**src/rtl/prog_ram_pkg.sv**
```systemverilog
// Shared types for the program/data RAM and its load FSM.
// Imported by the RAM top level.
package prog_ram_pkg;

  typedef enum logic [1:0] {
    ST_IDLE,
    ST_LOAD,
    ST_DONE
  } prog_ram_state_t;

endpackage

```
**src/rtl/prog_ram_if.sv**
```systemverilog
// CPU bus and byte-stream load port of the program RAM.
// master = CPU/loader side, slave = RAM side.
interface prog_ram_if #(
  parameter int DATA_W = 8,
  parameter int ADDR_W = 4
);

  logic              prog_mode;
  logic              w_en;
  logic [ADDR_W-1:0] address;
  logic [DATA_W-1:0] w_data;
  logic [DATA_W-1:0] r_data;
  logic              ld_valid;
  logic [DATA_W-1:0] ld_data;
  logic              ld_ready;
  logic [ADDR_W:0]   ld_count;
  logic              ld_done;
  logic              busy;

  modport master (
    output prog_mode, w_en, address, w_data,
    output ld_valid, ld_data,
    input  r_data, ld_ready, ld_count,
    input  ld_done, busy
  );

  modport slave (
    input  prog_mode, w_en, address, w_data,
    input  ld_valid, ld_data,
    output r_data, ld_ready, ld_count,
    output ld_done, busy
  );

endinterface

```
**src/rtl/prog_ram_edge_detector.sv**
```systemverilog
// Registered rising/falling edge detector.
// Each output pulses one cycle after the input changes.
module edge_detector (
  input  logic clk,
  input  logic rst,
  input  logic a_i,
  output logic rising_edge_o,
  output logic falling_edge_o
);

  logic a_q;

  always_ff @(posedge clk or negedge rst) begin
    if (!rst) begin
      a_q            <= 1'b0;
      rising_edge_o  <= 1'b0;
      falling_edge_o <= 1'b0;
    end else begin
      a_q            <= a_i;
      rising_edge_o  <= a_i & ~a_q;
      falling_edge_o <= ~a_i & a_q;
    end
  end

endmodule

```
**src/rtl/prog_ram.sv**
```systemverilog
// Single-port program/data RAM with a serial load port.
// CPU writes are blocked while a load is in progress.
module prog_ram
  import prog_ram_pkg::*;
#(
  parameter int DATA_W = 8,
  parameter int ADDR_W = 4,
  parameter int RD_BYP = 0
) (
  input  logic          clk,
  input  logic          rst,
  prog_ram_if.slave     bus
);

  localparam int DEPTH = 1 << ADDR_W;

  prog_ram_state_t   state;
  logic [ADDR_W-1:0] ptr;
  logic [ADDR_W:0]   cnt;
  logic              done_q;
  logic              busy_q;
  logic [DATA_W-1:0] r_q;
  logic              rise;
  logic              fall_unused;

  logic [DATA_W-1:0] mem [0:DEPTH-1];

  logic              ld_rdy;
  logic              ld_fire;
  logic              cpu_we;
  logic              we;
  logic [ADDR_W-1:0] wa;
  logic [DATA_W-1:0] wd;

  edge_detector u_edge (
    .clk            (clk),
    .rst            (rst),
    .a_i            (bus.prog_mode),
    .rising_edge_o  (rise),
    .falling_edge_o (fall_unused)
  );

  assign ld_rdy  = (state == ST_LOAD);
  assign ld_fire = ld_rdy & bus.ld_valid;
  assign cpu_we  = bus.w_en & (state == ST_IDLE)
                 & ~bus.prog_mode;

  // Loader owns the single write port while it streams.
  assign we = ld_fire | cpu_we;
  assign wa = ld_fire ? ptr : bus.address;
  assign wd = ld_fire ? bus.ld_data : bus.w_data;

  always_ff @(posedge clk) begin
    if (we) mem[wa] <= wd;
  end

  always_ff @(posedge clk or negedge rst) begin
    if (!rst) begin
      r_q <= '0;
    end else if (RD_BYP != 0 && we
                 && wa == bus.address) begin
      r_q <= wd;
    end else begin
      r_q <= mem[bus.address];
    end
  end

  always_ff @(posedge clk or negedge rst) begin
    if (!rst) begin
      state  <= ST_IDLE;
      ptr    <= '0;
      cnt    <= '0;
      done_q <= 1'b0;
      busy_q <= 1'b0;
    end else begin
      unique case (state)
        ST_IDLE: begin
          if (rise) begin
            state  <= ST_LOAD;
            busy_q <= 1'b1;
            ptr    <= '0;
            cnt    <= '0;
            done_q <= 1'b0;
          end
        end
        ST_LOAD: begin
          if (ld_fire) begin
            ptr <= ptr + 1'b1;
            cnt <= cnt + 1'b1;
          end
          if (!bus.prog_mode) begin
            state  <= ST_IDLE;
            busy_q <= 1'b0;
          end else if (ld_fire && &ptr) begin
            state  <= ST_DONE;
            done_q <= 1'b1;
          end
        end
        ST_DONE: begin
          if (!bus.prog_mode) begin
            state  <= ST_IDLE;
            busy_q <= 1'b0;
            done_q <= 1'b0;
          end
        end
        default: begin
          state  <= ST_IDLE;
          busy_q <= 1'b0;
        end
      endcase
    end
  end

  assign bus.r_data   = r_q;
  assign bus.ld_ready = ld_rdy;
  assign bus.ld_count = cnt;
  assign bus.ld_done  = done_q;
  assign bus.busy     = busy_q;

endmodule

```
**src/flat_wrapper.sv**
```systemverilog
// flat-port wrapper written by rule: the top's interface ports become plain ports
module prog_ram_flat import prog_ram_pkg::*;
#(
  parameter int DATA_W = 8,
  parameter int ADDR_W = 4,
  parameter int RD_BYP = 0
)
  (clk, rst, bus_prog_mode, bus_w_en, bus_address, bus_w_data, bus_ld_valid, bus_ld_data, bus_r_data, bus_ld_ready, bus_ld_count, bus_ld_done, bus_busy);
  prog_ram_if #(.DATA_W(DATA_W), .ADDR_W(ADDR_W)) bus_i ();
  input  logic clk;
  input  logic rst;
  input wire logic [$bits(bus_i.prog_mode)-1:0] bus_prog_mode;
  input wire logic [$bits(bus_i.w_en)-1:0] bus_w_en;
  input wire logic [$bits(bus_i.address)-1:0] bus_address;
  input wire logic [$bits(bus_i.w_data)-1:0] bus_w_data;
  input wire logic [$bits(bus_i.ld_valid)-1:0] bus_ld_valid;
  input wire logic [$bits(bus_i.ld_data)-1:0] bus_ld_data;
  output wire logic [$bits(bus_i.r_data)-1:0] bus_r_data;
  output wire logic [$bits(bus_i.ld_ready)-1:0] bus_ld_ready;
  output wire logic [$bits(bus_i.ld_count)-1:0] bus_ld_count;
  output wire logic [$bits(bus_i.ld_done)-1:0] bus_ld_done;
  output wire logic [$bits(bus_i.busy)-1:0] bus_busy;
  assign bus_i.prog_mode = bus_prog_mode;
  assign bus_i.w_en = bus_w_en;
  assign bus_i.address = bus_address;
  assign bus_i.w_data = bus_w_data;
  assign bus_i.ld_valid = bus_ld_valid;
  assign bus_i.ld_data = bus_ld_data;
  assign bus_r_data = bus_i.r_data;
  assign bus_ld_ready = bus_i.ld_ready;
  assign bus_ld_count = bus_i.ld_count;
  assign bus_ld_done = bus_i.ld_done;
  assign bus_busy = bus_i.busy;
  prog_ram #(.DATA_W(DATA_W), .ADDR_W(ADDR_W), .RD_BYP(RD_BYP)) u_core (.clk(clk), .rst(rst), .bus(bus_i));
endmodule
```
**config.mk**
```make
export PLATFORM = sky130hd
export DESIGN_NAME = prog_ram_flat
export DESIGN_NICKNAME = d
export VERILOG_FILES = /design/src/rtl/prog_ram_pkg.sv /design/src/rtl/prog_ram_if.sv /design/src/rtl/prog_ram_edge_detector.sv /design/src/rtl/prog_ram.sv /design/src/flat_wrapper.sv
export SDC_FILE = /design/constraint.sdc
export NUM_CORES = 1
export LEC_CHECK = 0
export CORE_MARGIN = 2
export CORE_UTILIZATION = 62
export CTS_BUF_LIST = sky130_fd_sc_hd__clkbuf_8 sky130_fd_sc_hd__clkbuf_16
export CTS_CLUSTER_DIAMETER = 80
export DETAILED_ROUTE_END_ITERATION = 8
export GPL_ROUTABILITY_DRIVEN = 1
export PLACE_DENSITY = 0.89
export SLEW_MARGIN = 30
export SYNTH_ARGS = -nofsm -noshare
export SYNTH_HDL_FRONTEND = slang
export SYNTH_SLANG_ARGS = --single-unit
```
**constraint.sdc**
```tcl
create_clock -name clk -period 6.25 [get_ports clk]
set_input_delay 0.625 -clock clk [delete_from_list [all_inputs] [get_ports clk]]
set_output_delay 0.625 -clock clk [all_outputs]
set_load 0.005 [all_outputs]
```
# Word level (Yosys, flattened, before mapping)
# Memory sizes are Yosys's and may differ from the RTL's. A register that Yosys moved wholly into a read port is not among the register bits.
# Index checks and enable logic that the tools add are counted.
[op_classes] shifts=0 div_mod_pow=0 add_sub_neg=2 n_reduce_logical=11 muxes=22 n_lt_le_gt_ge=0 multipliers=0 eq_ne=9 bitwise=7
[ops] operator="4-bit two-way mux" count=3
[ops] operator="2-bit != test (second input constant)" count=6
[ops] operator="5-bit two-way mux" count=2
[ops] operator="5-bit one-hot mux with 2 select lines" count=1
[ops] operator="2-bit two-way mux" count=4
[ops] operator="8-bit two-way mux" count=1
[ops] operator="4-bit one-hot mux with 2 select lines" count=1
[ops] operator="1-bit two-way mux" count=7
[ops] operator="2-bit one-hot mux with 3 select lines" count=1
[ops] operator="3-bit AND reduction" count=2
[ops] operator="5-bit by 1-bit adder with 5-bit output (second input constant)" count=1
[ops] operator="5-bit AND reduction" count=1
[ops] operator="4-bit by 1-bit adder with 4-bit output (second input constant)" count=1
[ops] operator="1-bit bitwise AND" count=4
[ops] operator="4-bit AND reduction" count=1
[ops] operator="3-bit != test (second input constant)" count=1
[ops] operator="1-bit one-hot mux with 3 select lines" count=1
[ops] operator="3-bit nonzero test" count=1
[ops] operator="2-bit by 1-bit == test with 1-bit output (second input constant)" count=1
[ops] operator="2-bit == test (second input constant)" count=1
[ops] operator="2-bit logical NOT" count=1
[ops] operator="1-bit NOT" count=2
[ops] operator="1-bit one-hot mux with 2 select lines" count=1
[ops] operator="2-bit AND reduction" count=1
[ops] operator="other kinds (5)" count=5
[totals] latch_bits=0 mem_bits_rw=128 output_inout_bits=16 inputBits=25 word_cells=59 romBits=0 regBits=15 mem_count=1
[memory_table] memory="u_core.mem" depth=16 width=8 rd=1 rd_ports_with_merged_regs=1 wr=1 line_no="prog_ram.sv:26" rtl="logic [DATA_W-1:0] mem [0:DEPTH-1];"

# Logic depth before layout (Yosys ltp)
[depth] depth_word=6 mapped_depth=7 ltp_nobuf=6

# Hierarchy
# A second synthesis with hierarchy kept.
[unflattened] cells_unflattened=398 area_unflattened_um2=6358.6
[modules_own_cells] mod="prog_ram" area_per_inst_um2=6268.5 cells_per_inst=393 seq_area_each_um2=4369.2 instances=1
[modules_own_cells] mod="edge_detector" area_per_inst_um2=90.1 cells_per_inst=5 seq_area_each_um2=75.1 instances=1

# Worst setup path after synthesis
# OpenSTA, ideal clock, no wires.
[synth_timing] kind="register -> register" from="register u_core.state[1]" to="memory u_core.mem[12][0] (enable)" synth_period_minus_slack_ns=2.147 slack_ns=4.103 path_stages_with_launch=8 arrival_time_ns=1.777 n_path_buf=1 path_cell_list="dfrtp_1 inv_1 ha_1 and2_1 clkbuf_1 and3_1 o21ai_0 nor2_1"
[synth_rtl] item="start: declaration" line_no="prog_ram.sv:17" rtl="prog_ram_state_t state;"
[synth_rtl] item="start signal: assignment" line_no="prog_ram.sv:70" rtl="state <= ST_IDLE;"
[synth_rtl] item="start signal: assignment" line_no="prog_ram.sv:79" rtl="state <= ST_LOAD;"
[synth_rtl] item="start signal: assignment" line_no="prog_ram.sv:92" rtl="state <= ST_IDLE;"
[synth_rtl] item="2-bit by 1-bit == test with 1-bit output *" line_no="prog_ram.sv:43" rtl="assign ld_rdy = (state == ST_LOAD);"
[synth_rtl] item="net bus_ld_ready" line_no="flat_wrapper.sv:19" rtl="output wire logic [$bits(bus_i.ld_ready)-1:0] bus_ld_ready;"
[synth_rtl] item="1-bit bitwise AND *" line_no="prog_ram.sv:44" rtl="assign ld_fire = ld_rdy & bus.ld_valid;"
[synth_rtl] item="1-bit bitwise OR" line_no="prog_ram.sv:49" rtl="assign we = ld_fire | cpu_we;"
[synth_rtl] item="1-bit two-way mux" line_no="prog_ram.sv:54" rtl="if (we) mem[wa] <= wd;"
[synth_rtl] item="1-bit two-way mux (implied by the code)" line_no="prog_ram.sv:54"
[synth_rtl] item="end: declaration" line_no="prog_ram.sv:26"
# The timed path passes the listed nets; every way through them passes the cells marked *.

# Worst setup path after layout
[layout_timing] from="register u_core.state[1]" to="memory u_core.mem[6][0] (enable)"
[layout_between] elab_chain_cells=6
[layout_rtl] item="2-bit logical NOT" line_no="prog_ram.sv:45" rtl="assign cpu_we = bus.w_en & (state == ST_IDLE)"
[layout_rtl] item="1-bit bitwise AND" line_no="prog_ram.sv:45"
[layout_rtl] item="1-bit bitwise AND" line_no="prog_ram.sv:46" rtl="& ~bus.prog_mode;"
[layout_rtl] item="1-bit bitwise OR" line_no="prog_ram.sv:49"
[layout_rtl] item="1-bit two-way mux" line_no="prog_ram.sv:54"
[layout_rtl] item="1-bit two-way mux (implied by the code)" line_no="prog_ram.sv:54"
# Parallel ways exist; a longest one is shown, timed or not.

==> reports/summary.md <==
Relative to the synthesized area, the layout overhead comes to 15.8%. By area the synthesized netlist is led by sky130_fd_sc_hd__edfxtp_1 61%, sky130_fd_sc_hd__dfrtp_1 9.2%, sky130_fd_sc_hd__mux2i_1 5.0%. The number of global-route vias before repair was 3721; the worst vdd rail ir drop was 0.000242 V. The global routing usage summed across all routing layers came out at 0.282. The number of hold buffers added after cts was 0; the number of sinks driven by the clock tree was 151. Setup repair after global routing left no endpoint under its margin.

For this design the ratio of total power to cell area is 377 nW/µm². Portion of total power attributed to sequential cells: 0.474. CTS root buffer: sky130_fd_sc_hd__clkbuf_8.

The number of design rule violations left after detail routing is 0, and the fraction of final layout cells with drive strength greater than 1 is 0.0996. The power share of the clock group is 0.350, and the number of register bits inferred by synthesis is 151. Using the TritonRoute via totals, the vias-per-cell ratio works out to 6.57. The type of the most critical hold path was reg2reg.

Counting along the longest clock path gives a buffer depth of 2. For this run the aggregate overflow at the end of global routing stands at 0. The cell taking the most area after synthesis is sky130_fd_sc_hd__edfxtp_1. Final critical delay including setup and external delays: 3.36 ns. The internal portion of the total power is 1960 µW.

During placement, the flow inserted port buffers numbering 40. TritonCTS built the clock tree. The initial cell density of the core was 0.640. The slew at the pin closest to its max-slew limit was 0.917 ns.

The first global-routing pass estimated 21.9 mm of wire. The number of setup buffers added after CTS is 0. Derived from the worst setup path, the maximum achievable clock frequency is 297 MHz. The category of the most critical setup path was reg2reg. Initial antenna violation count: 0.

The switching power is 767 µW, and the clock buffer count from CTS is 17. After detailed routing, the average wire length per cell comes to 24.7 µm. The flow ran to the end, and the final reports show no timing, DRC or antenna violations.

The minimum setup slack after placement is 2.83 ns, and the post-layout worst setup margin is 2.89 ns. In the layout the commonest cells are 128 x sky130_fd_sc_hd__edfxtp_1, 43 x sky130_fd_sc_hd__nand2_1, 39 x sky130_fd_sc_hd__clkdlybuf4s50_1. The run gives 0.742 as the share of the core filled with cells in the final layout. Wires add up to 14.4 mm. The distinct cell type count of the synthesized netlist came out at 40.

The count of antenna-violating nets left after detailed routing is 0. STA classifies the critical path endpoint as a register. The proportion of power drawn by combinational gates was 0.175; the area share of the largest cell type after synthesis was 0.614. For the worst-skew pair, the clock arrives at the later sink with an insertion delay of 0.54 ns. The count of maximum capacitance violations was 0; the total setup violations reported at the end of the flow was 0. In this run, the number of DRC markers left after iteration 0 of detailed routing was 525. From left edge to right edge, the die measures 104 µm. The number of rows created at floorplan was 36; the post-cts sizing count was 0. Of all nets on the critical path, the largest fanout is 18. The logs give 429 for the post-synth net total and 0.869 for the global placement routability congestion.

The clock tree synthesis step divided the H-tree into 4 levels. For the required time of the critical path, the log shows 6.42 ns. The max-slew violation count was 0; the net count of the finished layout was 470. Entering global routing, the biggest net connects 27 pins. Leaving out fill and tap cells, the most frequent cell in the layout is sky130_fd_sc_hd__edfxtp_1.

After routing, the total negative slack on setup checks comes to 0 ns. Across the routed clock network, the largest skew measured is 0.00932 ns. Summed over all cells, the static leakage comes to 0.00260 µW.

STA classifies the critical path startpoint as a register. The portion of the post-synthesis area used by sequential elements was 0.706. The fraction of power spent switching nets works out to 0.281. The count of final hold-check violations was 0; the instance count of the mapped netlist was 398. The routed layout has 3844 vias. The die covers 10900 µm².

For the remaining max-slew budget at the tightest pin, the log shows 0.387. Before antenna repair, the detailed router went through 6 iterations. During synthesis, Yosys emitted a total of 0 warnings.

The die is 104 µm tall. The floorplan core area came out at 9770 µm². Clock-pin slew of the registers on the worst-case setup and hold paths: 0.06 ns. The number of antenna cells inserted is 0, and the mean area per synthesized cell is 15.7 µm². In this run the cell area of the synthesized design comes to 6260 µm².

The final cycle utilization of the critical path is 0.538. The worst endpoint data arrival time is 3.53 ns. Detailed placement ended at an HPWL of 9.24 mm.

Number of ports placed on the die boundary: 41.
-- Yosys cell counts --
cell / n
sky130_fd_sc_hd__nand3_1: 7
sky130_fd_sc_hd__nor3_1: 9
sky130_fd_sc_hd__clkinv_1: 1
sky130_fd_sc_hd__and2_1: 5
sky130_fd_sc_hd__edfxtp_1: 128
sky130_fd_sc_hd__nor2b_1: 5
sky130_fd_sc_hd__clkbuf_1: 7
sky130_fd_sc_hd__buf_8: 1
sky130_fd_sc_hd__nand2b_1: 2
sky130_fd_sc_hd__buf_2: 5
sky130_fd_sc_hd__and3_1: 4
sky130_fd_sc_hd__nor3b_1: 2
sky130_fd_sc_hd__nand4_1: 2
sky130_fd_sc_hd__nor2_1: 23
sky130_fd_sc_hd__xor2_1: 3
sky130_fd_sc_hd__mux4_2: 12
sky130_fd_sc_hd__a31oi_1: 8
sky130_fd_sc_hd__inv_1: 8
sky130_fd_sc_hd__mux2_2: 2
sky130_fd_sc_hd__buf_1: 1
sky130_fd_sc_hd__mux2i_1: 31
sky130_fd_sc_hd__buf_4: 1
sky130_fd_sc_hd__a211oi_1: 2
sky130_fd_sc_hd__o21ai_1: 3
sky130_fd_sc_hd__xnor2_1: 2
sky130_fd_sc_hd__nand2_1: 43
sky130_fd_sc_hd__buf_6: 3
sky130_fd_sc_hd__o21ai_0: 17
sky130_fd_sc_hd__o2111ai_1: 3
sky130_fd_sc_hd__ha_1: 6
sky130_fd_sc_hd__mux4_1: 5
sky130_fd_sc_hd__o311a_1: 1
sky130_fd_sc_hd__a22o_1: 3
sky130_fd_sc_hd__a41oi_1: 1
sky130_fd_sc_hd__buf_12: 1
sky130_fd_sc_hd__dfrtp_1: 23
sky130_fd_sc_hd__clkbuf_2: 1
sky130_fd_sc_hd__a221oi_1: 8
sky130_fd_sc_hd__a21oi_1: 5
sky130_fd_sc_hd__a22oi_1: 4
-- worst max-delay path, cell delays in order (launching register included) --
cell	delay [ns]
sky130_fd_sc_hd__dfrtp_1	0.42
sky130_fd_sc_hd__inv_1	0.12
sky130_fd_sc_hd__ha_1	0.48
sky130_fd_sc_hd__nand2_1	0.49
sky130_fd_sc_hd__o21ai_0	0.39
sky130_fd_sc_hd__o21ai_0	0.44
sky130_fd_sc_hd__nor2_1	0.65
-- final timing paths --
path	slack, ns	from	cells past startpoint	end
max reg2reg	2.89	u_core.state[1]$_DFFE_PN0P_	6	u_core.mem[6][0]$_DFFE_PP_
min	0.41	u_core.u_edge.a_q$_DFF_PN0_	1	u_core.u_edge.rising_edge_o$_DFF_PN0_
min reg2reg	0.41	u_core.u_edge.a_q$_DFF_PN0_	1	u_core.u_edge.rising_edge_o$_DFF_PN0_
max in group asynchronous	5.54	rst	2	u_core.bus.r_data[5]$_DFF_PN0_
min in group asynchronous	0.45	rst	2	u_core.state[0]$_DFFE_PN0P_
max	2.89	u_core.state[1]$_DFFE_PN0P_	6	u_core.mem[6][0]$_DFFE_PP_
-- cells by family (layout without fill, tap and decap cells) --
logic type | after synthesis | count (layout) | synth area share
DFF | 151 | 151 | 0.706
and+or+nand+nor | 102 | 102 | 0.0728
AOI/OAI and AO/OA | 55 | 55 | 0.0578
muxes | 50 | 50 | 0.117
buffers and inverters | 29 | 83 | 0.0272
adders and majority gates | 6 | 6 | 0.0120
xor gates and xnor gates | 5 | 5 | 0.00700
-- flip-flops by register name (all words and copies together) (netlist names) --
signal                       flops
u_core.mem                     128
u_core.bus.r_data                8
u_core.bus.ld_count              5
u_core.ptr                       4
u_core.state                     2
u_core.bus.busy                  1
u_core.bus.ld_done               1
u_core.u_edge.a_q                1
u_core.u_edge.rising_edge_o      1
-- per-layer routing --
layer / GRT usage / up-vias / share of wire
met2: 0.455 / 309 / 0.50
met5: 0 / - / 0
met1: 0.362 / 1855 / 0.34
met3: 0.0746 / 61 / 0.11
met4: 0.125 / 0 / 0.044
li1: - / 1619 / -
-- final cells by class --
type	count	area [µm²]
Clock inverter	15	136
Inverter	9	33.8
Timing Repair Buffer	42	410
Clock buffer	17	414
Multi-Input combinational cell	218	1670
Tap cell	133	166
Fill cell	569	2520
Sequential cell	151	4420
-- power groups by stage --
stage / clock (µW) / sequential [µW] / combinational, µW
after floorplan: 0 / 1290 / 278
after global placement: 0 / 1300 / 437
after detailed placement: 0 / 1310 / 460
after CTS: 964 / 1290 / 469
after global routing: 999 / 1300 / 510
final: 957 / 1300 / 479
-- per-stage QoR --
step | std cells | cell area, µm² | total power, µW | hold WS (ns)
global route | 585 | 7250 | 2810 | 0.417
CTS | 585 | 7250 | 2720 | 0.407
floorplan | 398 | 6260 | 1570 | 0.329
global placement | 553 | 6700 | 1740 | 0.380
detailed placement | 553 | 6700 | 1770 | 0.398
finish | 585 | 7250 | 2730 | 0.406
(Power assumes the default switching activity.)
